==> config.mk <==
export PLATFORM = sky130hd
export DESIGN_NAME = reset_sequencer_flat
export DESIGN_NICKNAME = d
export VERILOG_FILES = /design/src/rtl/reset_sequencer_if.sv /design/src/rtl/reset_sequencer.sv /design/src/flat_wrapper.sv
export SDC_FILE = /design/constraint.sdc
export NUM_CORES = 1
export LEC_CHECK = 0
export ABC_AREA = 1
export CORE_UTILIZATION = 35
export CTS_CLUSTER_DIAMETER = 150
export DETAILED_ROUTE_END_ITERATION = 6
export PLACE_DENSITY = 0.56
export SLEW_MARGIN = 0
export SYNTH_ARGS = -nofsm -noshare
export SYNTH_HDL_FRONTEND = slang
export SYNTH_SLANG_ARGS = --single-unit
==> constraint.sdc <==
create_clock -name clk -period 3.7 [get_ports clk]
set_input_delay 0.555 -clock clk [delete_from_list [all_inputs] [get_ports clk]]
set_output_delay 0.555 -clock clk [all_outputs]
set_load 0.02 [all_outputs]
==> src/rtl/reset_sequencer_if.sv <==
// reset_sequencer_if: sequencer control inputs and per-domain reset outputs
interface reset_sequencer_if #(
    parameter int STAGES = 4
);
    localparam int IW = STAGES > 1 ? $clog2(STAGES) : 1;
    logic              soft_reset;
    logic [STAGES-1:0] stage_ready;
    logic [STAGES-1:0] reset_out;
    logic              all_released;
    logic              timeout_err;
    logic [IW-1:0]     fail_stage;
    modport master (
        input  soft_reset, stage_ready,
        output reset_out, all_released, timeout_err, fail_stage
    );
    modport slave (
        output soft_reset, stage_ready,
        input  reset_out, all_released, timeout_err, fail_stage
    );
endinterface

==> src/rtl/reset_sequencer.sv <==
// reset_sequencer: releases downstream reset domains one at a time with a stretch delay and a ready watchdog
module reset_sequencer #(
    parameter int STAGES  = 4,
    parameter int DELAY   = 7,
    parameter int TIMEOUT = 255
) (
    input logic clk,
    input logic reset_in,
    reset_sequencer_if.master bus
);
    localparam int IW = STAGES > 1 ? $clog2(STAGES) : 1;
    localparam int DW = DELAY > 0 ? $clog2(DELAY + 1) : 1;
    localparam int WW = TIMEOUT > 0 ? $clog2(TIMEOUT + 1) : 1;
    localparam logic [IW-1:0] LAST_IDX = IW'(STAGES - 1);
    localparam logic [DW-1:0] DLOAD = DW'(DELAY);
    localparam logic [WW-1:0] WLAST = WW'(TIMEOUT > 0 ? TIMEOUT - 1 : 0);
    typedef enum logic [1:0] {S_DELAY, S_WAIT, S_DONE, S_FAULT} state_t;
    state_t            state, state_d;
    logic [IW-1:0]     idx, idx_d;
    logic [DW-1:0]     dcnt, dcnt_d;
    logic [WW-1:0]     wcnt, wcnt_d;
    logic [STAGES-1:0] rst_q, rst_d;
    logic              rel_q, rel_d;
    logic              err_q, err_d;
    logic [IW-1:0]     fs_q, fs_d;
    // State and output registers; reset_in clears everything including the sticky error
    always_ff @(posedge clk) begin
        if (reset_in) begin
            state <= S_DELAY;
            idx   <= '0;
            dcnt  <= DLOAD;
            wcnt  <= '0;
            rst_q <= '1;
            rel_q <= 1'b0;
            err_q <= 1'b0;
            fs_q  <= '0;
        end else begin
            state <= state_d;
            idx   <= idx_d;
            dcnt  <= dcnt_d;
            wcnt  <= wcnt_d;
            rst_q <= rst_d;
            rel_q <= rel_d;
            err_q <= err_d;
            fs_q  <= fs_d;
        end
    end
    // Next state: soft_reset restarts the sequence but keeps the error record; ready beats the watchdog
    always_comb begin
        state_d = state;
        idx_d   = idx;
        dcnt_d  = dcnt;
        wcnt_d  = wcnt;
        rst_d   = rst_q;
        rel_d   = rel_q;
        err_d   = err_q;
        fs_d    = fs_q;
        if (bus.soft_reset) begin
            state_d = S_DELAY;
            idx_d   = '0;
            dcnt_d  = DLOAD;
            wcnt_d  = '0;
            rst_d   = '1;
            rel_d   = 1'b0;
        end else begin
            case (state)
                S_DELAY: begin
                    if (dcnt == '0) begin
                        rst_d[idx] = 1'b0;
                        wcnt_d     = '0;
                        state_d    = S_WAIT;
                    end else begin
                        dcnt_d = dcnt - DW'(1);
                    end
                end
                S_WAIT: begin
                    if (bus.stage_ready[idx]) begin
                        if (idx == LAST_IDX) begin
                            state_d = S_DONE;
                            rel_d   = 1'b1;
                        end else begin
                            idx_d   = idx + IW'(1);
                            dcnt_d  = DLOAD;
                            state_d = S_DELAY;
                        end
                    end else if (TIMEOUT != 0 && wcnt == WLAST) begin
                        state_d = S_FAULT;
                        rst_d   = '1;
                        err_d   = 1'b1;
                        fs_d    = idx;
                    end else begin
                        wcnt_d = wcnt + WW'(1);
                    end
                end
                S_DONE: begin
                    rst_d = '0;
                    rel_d = 1'b1;
                end
                default: begin
                    rst_d = '1;
                    rel_d = 1'b0;
                end
            endcase
        end
    end
    assign bus.reset_out    = rst_q;
    assign bus.all_released = rel_q;
    assign bus.timeout_err  = err_q;
    assign bus.fail_stage   = fs_q;
endmodule

==> src/flat_wrapper.sv <==
// flat-port wrapper written by rule: the top's interface ports become plain ports
module reset_sequencer_flat 
#(
    parameter int STAGES  = 4,
    parameter int DELAY   = 7,
    parameter int TIMEOUT = 255
)
  (clk, reset_in, bus_soft_reset, bus_stage_ready, bus_reset_out, bus_all_released, bus_timeout_err, bus_fail_stage);
  reset_sequencer_if #(.STAGES(STAGES)) bus_i ();
  input logic clk;
  input logic reset_in;
  input wire logic [$bits(bus_i.soft_reset)-1:0] bus_soft_reset;
  input wire logic [$bits(bus_i.stage_ready)-1:0] bus_stage_ready;
  output wire logic [$bits(bus_i.reset_out)-1:0] bus_reset_out;
  output wire logic [$bits(bus_i.all_released)-1:0] bus_all_released;
  output wire logic [$bits(bus_i.timeout_err)-1:0] bus_timeout_err;
  output wire logic [$bits(bus_i.fail_stage)-1:0] bus_fail_stage;
  assign bus_i.soft_reset = bus_soft_reset;
  assign bus_i.stage_ready = bus_stage_ready;
  assign bus_reset_out = bus_i.reset_out;
  assign bus_all_released = bus_i.all_released;
  assign bus_timeout_err = bus_i.timeout_err;
  assign bus_fail_stage = bus_i.fail_stage;
  reset_sequencer #(.STAGES(STAGES), .DELAY(DELAY), .TIMEOUT(TIMEOUT)) u_core (.clk(clk), .reset_in(reset_in), .bus(bus_i));
endmodule
==> results of run 1 <==
## state kept, by name, indices dropped and copies added (netlist names)
name and count:
u_core.wcnt 8, u_core.bus.timeout_err 1, u_core.bus.reset_out 4, u_core.idx 2
u_core.bus.fail_stage 2, u_core.bus.all_released 1, u_core.dcnt 3, u_core.state 2
## per-layer routing
layer / routed length, µm / up-vias / part of all wire, %
met5: 0 / - / 0
met4: 49 / 0 / 1.6
met3: 119 / 5 / 3.9
met2: 1290 / 23 / 42
met1: 1600 / 597 / 52
li1: - / 695 / -
## logic make-up after synthesis
family / after synthesis / share of synthesized area (%)
AND/OR/NAND/NOR: 123 / 43.5
flip-flops: 23 / 31.9
buffers and inverters: 26 / 7.36
AO/OA/AOI/OAI: 19 / 7.11
XOR/XNOR: 1 / 0.607
adder cells (fa/ha/maj): 11 / 9.53
## cell type report
| type | count | area [µm²] |
|---|---|---|
| clock inverters | 1 | 5.00 |
| fillers | 406 | 2120 |
| repair buffers | 15 | 148 |
| multi-input cells | 154 | 877 |
| flip-flops and latches | 23 | 460 |
| inverters | 23 | 86.3 |
| well taps | 48 | 60.1 |
| clock buffers | 3 | 41.3 |
## power breakdown
group	total (mW)	switching, mW	internal [mW]
combinational	0.0229	0.0119	0.0110
clock	0.160	0.0851	0.0753
sequential	0.249	0.000714	0.248
## tightest hold or removal path: stages, from the launching register on
cell,delay [ns]
dfxtp_1,0.32
inv_1,0.05
a21oi_1,0.05
## metrics by stage
stage	cell area [µm²]	hold WS, ns	total power [mW]	instances	setup slack (ns)
2_1_floorplan	1440	0.429	0.267	203	2.33
4_1_cts	1680	0.463	0.440	267	1.73
3_5_place_dp	1630	0.443	0.278	263	1.75
6_report	1680	0.457	0.432	267	1.74
5_1_grt	1680	0.491	0.452	267	1.52
3_3_place_gp	1630	0.448	0.278	263	1.87
## cell usage after synthesis
cell type and n:
dfxtp_1 23, ha_1 11, nand2_1 55, buf_4 2, xnor2_1 1, nor2_4 1, inv_1 20, a21oi_2 2
nand2_2 5, nand3b_1 5, o21ai_0 4, nand4_1 11, nand3_1 20, nand3_4 3, buf_2 1, nand2_4 3
nor3_1 1, o21ai_1 1, inv_2 3, a21oi_1 12, or2_2 2, nor2_1 15, nor2_2 2
## path summary, 6_finish.rpt
path | start | slack (ns) | endpoint
worst max-delay path | u_core.state[1] | 1.74 | u_core.dcnt[1]
worst min-delay path | u_core.bus.timeout_err | 0.46 | u_core.bus.timeout_err
worst max register to register | u_core.state[1] | 1.74 | u_core.dcnt[1]
worst min register to register | u_core.bus.timeout_err | 0.46 | u_core.bus.timeout_err
==> metrics.csv, run 1 <==
metric,value,unit
run status,finished clean,
clock buffer depth,2,
area grow syn2layout,16.2,%
setup violators final,0,
synthesized net count,221,
post-cts hold buffer count,0,
worst path cell trace,inv_1 > ha_1 > inv_1 > o21ai_1 > nand3_1 > nand2_1 > nand3_1,
Rows,22,
Hold Fails Final Rpt,0,
Worst path top cell family by delay,adder cells,
routing usage on met1,21.9,%
Die Height,66.2,µm
clock sinks,23,
critical path endpoint category,flop,
# IOs,15,
worst hold path cell count,2,
class of the tightest hold or removal check,flop to flop,
FMAX,510,MHz
Yosys top cell area share,31.9,%
vias in the first global route,1253,
Mapped Cells,203,
clock slew at reported path FFs,0.09,ns
met3 Use GR,2.24,%
Reg2Reg Depth,7,
final worst path period share,53.0,%
number of cells on the critical path,7,
Tmin final,1.96,ns
worst slew pin tran,0.565,ns
"commonest non-fill, non-tap cell in the layout",nand2_1,
# DRC,0,
Core Area,3800,µm²
Routed WL,3060,µm
DR iter-0 viols,80,
"Arr. time, crit path",2.11,ns
die width,66.2,µm
# diodes,0,
Root Buffer,clkbuf_8,
GP Congestion,0.785,
CP Buf/Inv Count,2,
worst rel slew slack,62.3,%
global-route wire length before repair,5470,µm
pin count of the biggest net entering global routing,17,
Seq cells post-synth,23,
largest cells by area after synthesis,"dfxtp_1 (32%), nand2_1 (14%), ha_1 (9.5%)",
detailed placer's ending HPWL,2240,µm
Leak Pwr,0.715,nW
CTS tree,done,
Clock Latency Late Sink,0.27,ns
Setup CP Type,flop to flop,
Pins Over Slew Limit,0,
register area share after synthesis,31.9,%
Worst Skew,0.00462,ns
Die Area,4390,µm²
max-cap viol count,0,
Synth Warn #,0,
gr ovfl total,0,
setup TNS,0,ns
total vias in the final route,1320,
H-tree depth,1,
CP max stage cell,ha_1,
DR pass1 iterations,4,
vias per cell,4.94,
synthesized area,1440,µm²
post-CTS setup-driven buffer insertion count,0,
syn avg cell area,7.11,µm²
Pwr per Cell Area,258,nW/µm²
largest stage delay on the critical path,0.52,ns
final net count,238,
Starting Density,38.0,%
Worst EP required,3.85,ns
routing usage on met2,25.6,%
"area leader, netlist",dfxtp_1,
global route hottest layer,met2,
number of buffers created by CTS,3,
most frequent cells in the layout,"nand2_1 (55), dfxtp_1 (23), inv_1 (20), nand3_1 (20), nor2_1 (15)",
RSZ-0062 raised after global routing,false,
cts repair resizes,0,
total track usage,16.3,%
port bufs,14,
Post-DRT Antenna Nets,0,
crit-path max FO,13,
WL/cell,11.5,µm
CP Launch Type,flop,
Util after Layout,44.2,%
Worst VDD drop,135,µV
initial antenna violation count,0,
Netlist cell types,23,
layout cells sized above 1,11.9,%
Note: power is estimated with default switching activity, not from simulation.
==> run 2: changes to the inputs <==
==> constraint.sdc (replaced) <==
create_clock -name clk -period 1.98 [get_ports clk]
set_input_delay 0.297 -clock clk [delete_from_list [all_inputs] [get_ports clk]]
set_output_delay 0.297 -clock clk [all_outputs]
set_load 0.02 [all_outputs]
==> run 2 against run 1 <==
Against the previous run:
- hold slack better by 0.0011 ns
- critical endpoint unchanged
- maximum frequency is 22% higher
- register-to-register slack worse by 1.4 ns
- flip-flop and latch count stayed put
- count of clock-buffer cells in the layout is 1 higher
==> metrics.csv, run 2 (same netlist as run 1, synthesis figures left out) <==
metric,value,unit,change
critical path endpoint category,flop,,
clock sinks,23,,unchanged
vias in the first global route,1163,,-7.2%
run status,finished clean,,
setup TNS,0,ns,unchanged
pin count of the biggest net entering global routing,13,,-4
Gate power share,5.4,%,about the same
# IOs,15,,unchanged
number of buffers created by CTS,3,,unchanged
Pwr per Cell Area,485,nW/µm²,+88%
worst path cell trace,inv_1 > ha_1 > inv_1 > o21ai_1 > nand3_1 > nand2_1 > nand3_1,,
Worst R2R Setup Slack,0.37,ns,-1.37 ns
setup violators final,0,,unchanged
Tmin final,1.61,ns,-0.350 ns
H-tree depth,1,,unchanged
crit-path max FO,7,,-6
Hold Fails Final Rpt,0,,unchanged
DR pass1 iterations,4,,unchanged
Util after Layout,44.7,%,+0.56 points
vias per cell,4.75,,-3.9%
class of the tightest hold or removal check,flop to flop,,
Switching Fraction,23.5,%,+0.89 points
most frequent cells in the layout,"nand2_1 (55), dfxtp_1 (23), inv_1 (20), nand3_1 (20), nor2_1 (15)",,
Sw Pwr,193,µW,+98%
DR iter-0 viols,66,,-18%
"commonest non-fill, non-tap cell in the layout",nand2_1,,
worst slew pin tran,0.343,ns,-0.221 ns
RSZ-0062 raised after global routing,false,,
clock network fraction of total power,38.1,%,+1.0 points
worst hold path cell count,2,,unchanged
Fillers,411,,+1.2%
max-cap viol count,0,,unchanged
Int Power,630,µW,+88%
final worst path period share,81.5,%,+28 points
cts repair resizes,0,,unchanged
overall power,824,µW,+90%
Root Buffer,clkbuf_8,,
Setup CP Type,flop to flop,,
Worst VDD drop,260,µV,+92%
final net count,241,,+1.3%
register bank with the most flops,u_core.wcnt,,
CP Launch Type,flop,,
global-route wire length before repair,5420,µm,-1.0%
CP max stage cell,o21ai_1,,
WL/cell,11.6,µm,+0.89%
Rows,22,,unchanged
Die Height,66.2,µm,unchanged
layout cells sized above 1,12.6,%,+0.74 points
die width,66.2,µm,unchanged
Leak Pwr,0.728,nW,+1.9%
Die Area,4390,µm²,unchanged
Core Area,3800,µm²,unchanged
GP Congestion,0.804,,+2.5%
sequential share of power,56.5,%,-1.1 points
Post-DRT Antenna Nets,0,,unchanged
gr ovfl total,0,,unchanged
clock buffer depth,2,,unchanged
area grow syn2layout,17.7,%,
Pins Over Slew Limit,0,,unchanged
post-cts hold buffer count,0,,unchanged
Clock Latency Late Sink,0.27,ns,about the same
FMAX,620,MHz,+22%
initial antenna violation count,0,,unchanged
# diodes,0,,unchanged
Routed WL,3120,µm,+2.0%
Worst EP required,2.15,ns,-1.70 ns
largest stage delay on the critical path,0.33,ns,-0.19 ns
Worst Skew,0.00361,ns,-0.00101 ns
port bufs,14,,unchanged
post-CTS setup-driven buffer insertion count,0,,unchanged
Hold WS,0.458,ns,+0.00108 ns
clock slew at reported path FFs,0.09,ns,about the same
worst rel slew slack,77.0,%,+15 points
Reg2Reg Depth,7,,unchanged
detailed placer's ending HPWL,2310,µm,+3.3%
Largest register FFs,8,,unchanged
CTS tree,done,,
total track usage,16.2,%,-0.054 points
"Arr. time, crit path",1.78,ns,-0.33 ns
total vias in the final route,1283,,-2.8%
# DRC,0,,unchanged
Starting Density,38.0,%,unchanged
==> run 2: power groups by stage <==
stage,combinational [mW],clock (mW),sequential (mW)
after floorplan,0.0232,0,0.476
after global placement,0.0445,0,0.476
after detailed placement,0.0450,0,0.476
after CTS,0.0451,0.322,0.465
after global routing,0.0492,0.338,0.466
final,0.0444,0.314,0.465
==> run 2: per-stage QoR <==
| step | area, µm² | setup WS, ns | std cells |
|---|---|---|---|
| after detailed placement | 1650 | 0.385 | 266 |
| after global placement | 1650 | 0.384 | 266 |
| after CTS | 1700 | 0.366 | 270 |
| after floorplan | 1440 | 0.611 | 203 |
| after global routing | 1700 | 0.147 | 270 |
| final | 1700 | 0.367 | 270 |
==> run 2: final timing paths <==
kind / startpoint / end
hold / removal: u_core.bus.timeout_err / u_core.bus.timeout_err
setup / recovery: u_core.state[1] / u_core.dcnt[1]
setup reg to reg: u_core.state[1] / u_core.dcnt[1]
hold reg to reg: u_core.bus.timeout_err / u_core.bus.timeout_err
==> run 2: per-layer routing <==
layer	GRT usage (%)	part of all wire, %	wire length [µm]	up-vias
met5	0	0	0	-
met4	5.59	1.2	39	0
met3	2.76	2.2	68	4
met2	24.0	41	1280	12
met1	23.3	56	1740	568
li1	-	-	-	699
==> run 2: worst max-delay path: cells and delay by family, from the launching register on <==
kind	cells	cell delay [ns]
AND/OR/NAND/NOR	3	0.35
AO/OA/AOI/OAI	1	0.33
buffers and inverters	2	0.26
flip-flops	1	0.32
adder cells (fa/ha/maj)	1	0.24
==> run 2: area by class of cell <==
| class | count | area [µm²] | share of cell area, % |
|---|---|---|---|
| Sequential cell | 23 | 460 | 27.1 |
| Tap cell | 48 | 60.1 | 3.53 |
| Timing Repair Buffer | 18 | 170 | 10.0 |
| Clock buffer | 4 | 45.0 | 2.65 |
| Multi-Input combinational cell | 154 | 877 | 51.6 |
| Inverter | 23 | 86.3 | 5.08 |
==> run 3: changes to the inputs <==
==> constraint.sdc (replaced) <==
create_clock -name clk -period 1.6 [get_ports clk]
set_input_delay 0.24 -clock clk [delete_from_list [all_inputs] [get_ports clk]]
set_output_delay 0.24 -clock clk [all_outputs]
set_load 0.02 [all_outputs]
==> run 3 against run 2 <==
Against the previous run:
- clock skew is essentially flat
- total power grew 22%
- sequential share of layout area shrank 0.59 points
- flip-flop and latch count is the same
- hold slack gained 0.0054 ns
- core utilization grew 0.99 points
- setup slack lost 0.26 ns
- via count is essentially flat
- clock power grew 17%
- critical endpoint is now bus_reset_out[0]
- highest routed layer unchanged
==> metrics.csv, run 3 (same netlist as run 1, synthesis figures left out) <==
metric,value,unit,change
Switching Fraction,22.0,%,-1.5 points
routing usage on met2,23.1,%,-0.89 points
non-filler instance count after layout,272,,+0.74%
placed insts,268,,+0.75%
setup violators final,0,,unchanged
clock network fraction of total power,36.6,%,-1.5 points
worst path cell trace,clkdlybuf4s50_1,,
Routed WL,2970,µm,-4.8%
Worst EP required,1.36,ns,-0.79 ns
worst slew pin tran,0.253,ns,-0.0904 ns
# diodes,0,,unchanged
total vias in the final route,1282,,-0.078%
DR iter-0 viols,46,,-30%
dpl cell area,1680,µm²,+1.7%
clock buffer depth,2,,unchanged
CTS tree,done,,
initial antenna violation count,0,,unchanged
gr ovfl total,0,,unchanged
Sw Pwr,220,µW,+14%
H-tree depth,1,,unchanged
number of cells on the critical path,1,,-6
routing usage on met1,21.6,%,-1.8 points
WL/cell,10.9,µm,-5.5%
port bufs,14,,unchanged
layout cells sized above 1,15.2,%,+2.6 points
Core Area,3800,µm²,unchanged
die width,66.2,µm,unchanged
final net count,243,,+0.83%
Largest register FFs,8,,unchanged
vias per cell,4.71,,-0.81%
Reg2Reg Depth,9,,+2
post-cts hold buffer count,0,,unchanged
pin count of the biggest net entering global routing,14,,+1
vias in the first global route,1164,,+0.086%
# DRC,0,,unchanged
Pins Over Slew Limit,0,,unchanged
Util after Layout,45.7,%,+0.99 points
met3 Use GR,2.07,%,-0.69 points
CP Buf/Inv Count,1,,-1
Starting Density,38.0,%,unchanged
class of the tightest hold or removal check,flop to flop,,
crit-path max FO,3,,-4
# IOs,15,,unchanged
post-CTS setup-driven buffer insertion count,0,,unchanged
Worst Skew,0.00396,ns,+0.000353 ns
worst rel slew slack,83.1,%,+6.1 points
CP max stage cell,clkdlybuf4s50_1,,
design area,1740,µm²,+2.2%
final worst path period share,93.5,%,
"Arr. time, crit path",1.26,ns,-0.52 ns
CP Launch Type,flop,,
Worst path top cell family by delay,buffers and inverters,,
Rows,22,,unchanged
Hold Fails Final Rpt,0,,unchanged
register bank with the most flops,u_core.wcnt,,
Setup CP Type,flop to output port,,
Tmin final,1.50,ns,
Die Area,4390,µm²,unchanged
FMAX,669,MHz,
sequential share of power,57.5,%,+1.0 points
RSZ-0062 raised after global routing,false,,
most frequent cells in the layout,"nand2_1 (54), dfxtp_1 (23), inv_1 (20), nand3_1 (20)",,
Post-DRT Antenna Nets,0,,unchanged
critical path endpoint category,output port,,
Die Height,66.2,µm,unchanged
global route hottest layer,met2,,
total track usage,15.2,%,-1.0 points
Int Power,782,µW,+24%
area grow syn2layout,20.3,%,
global-route wire length before repair,5140,µm,-5.1%
clock sinks,23,,unchanged
GP Congestion,0.794,,-1.3%
Leak Pwr,0.739,nW,+1.5%
setup TNS,0,ns,unchanged
largest stage delay on the critical path,0.62,ns,+0.29 ns
number of buffers created by CTS,3,,unchanged
run status,finished clean,,
worst hold path cell count,2,,unchanged
"commonest non-fill, non-tap cell in the layout",nand2_1,,
Pwr per Cell Area,577,nW/µm²,+19%
detailed placer's ending HPWL,2310,µm,about the same
max-cap viol count,0,,unchanged
Clock Latency Late Sink,0.26,ns,about the same
Root Buffer,clkbuf_8,,
DR pass1 iterations,4,,unchanged
Gate power share,5.9,%,+0.5 points
clock slew at reported path FFs,0.09,ns,about the same
Worst VDD drop,315,µV,+21%
-- run 3: changes by cell type in the layout (fill, tap and decap cells not counted), sizes merged --
| cell | previous run | this run |
|---|---|---|
| buf | 4 | 6 |
-- run 3: area by class of cell --
class | count | area, µm²
Clock buffer | 4 | 45.0
Fill cell | 384 | 2060
Inverter | 23 | 86.3
Multi-Input combinational cell | 154 | 887
Sequential cell | 23 | 460
Tap cell | 48 | 60.1
Timing Repair Buffer | 20 | 198
-- run 3: path summary, 6_finish.rpt --
check	from	endpoint	slack (ns)
min	u_core.bus.timeout_err	u_core.bus.timeout_err	0.46
min reg2reg	u_core.bus.timeout_err	u_core.bus.timeout_err	0.46
max reg2reg	u_core.state[1]	u_core.wcnt[0]	0.14
max	u_core.bus.reset_out[0]	bus_reset_out[0]	0.10
-- run 3: through the flow --
stage                     setup WS, ns  power (mW)  hold slack (ns)
after global routing            0.0303        1.05            0.488
after detailed placement        0.0839       0.650            0.443
after CTS                       0.0828        1.01            0.459
after global placement          0.0885       0.649            0.449
final                            0.104        1.00            0.464
after floorplan                  0.231       0.618            0.309
-- run 3: repair_timing --
action / 4_1_cts / 5_1_grt
gates resized for setup: 0 / 4
endpoints found under the hold margin: 0 / 0
setup endpoints to repair: 0 / 8
-- run 3: power groups by stage --
stage                     clock network [mW]  logic [mW]  registers, mW
after floorplan                            0      0.0287          0.589
after global placement                     0      0.0593          0.590
after detailed placement                   0      0.0597          0.590
after CTS                              0.377      0.0600          0.576
after global routing                   0.411      0.0659          0.577
final                                  0.367      0.0591          0.576
-- run 3: routing by layer --
layer  share of wire (%)  routed length [µm]  up-vias
met2                  42                1250       20
met1                  54                1610      551
met3                 2.8                  82        4
met4                 1.0                  30        0
li1                    -                   -      707
met5                   0                   0        -
-- run 3: worst min-delay path: stages (launching register included) --
cell and delay, ns:
dfxtp_1 0.32, inv_1 0.05, a21oi_1 0.05
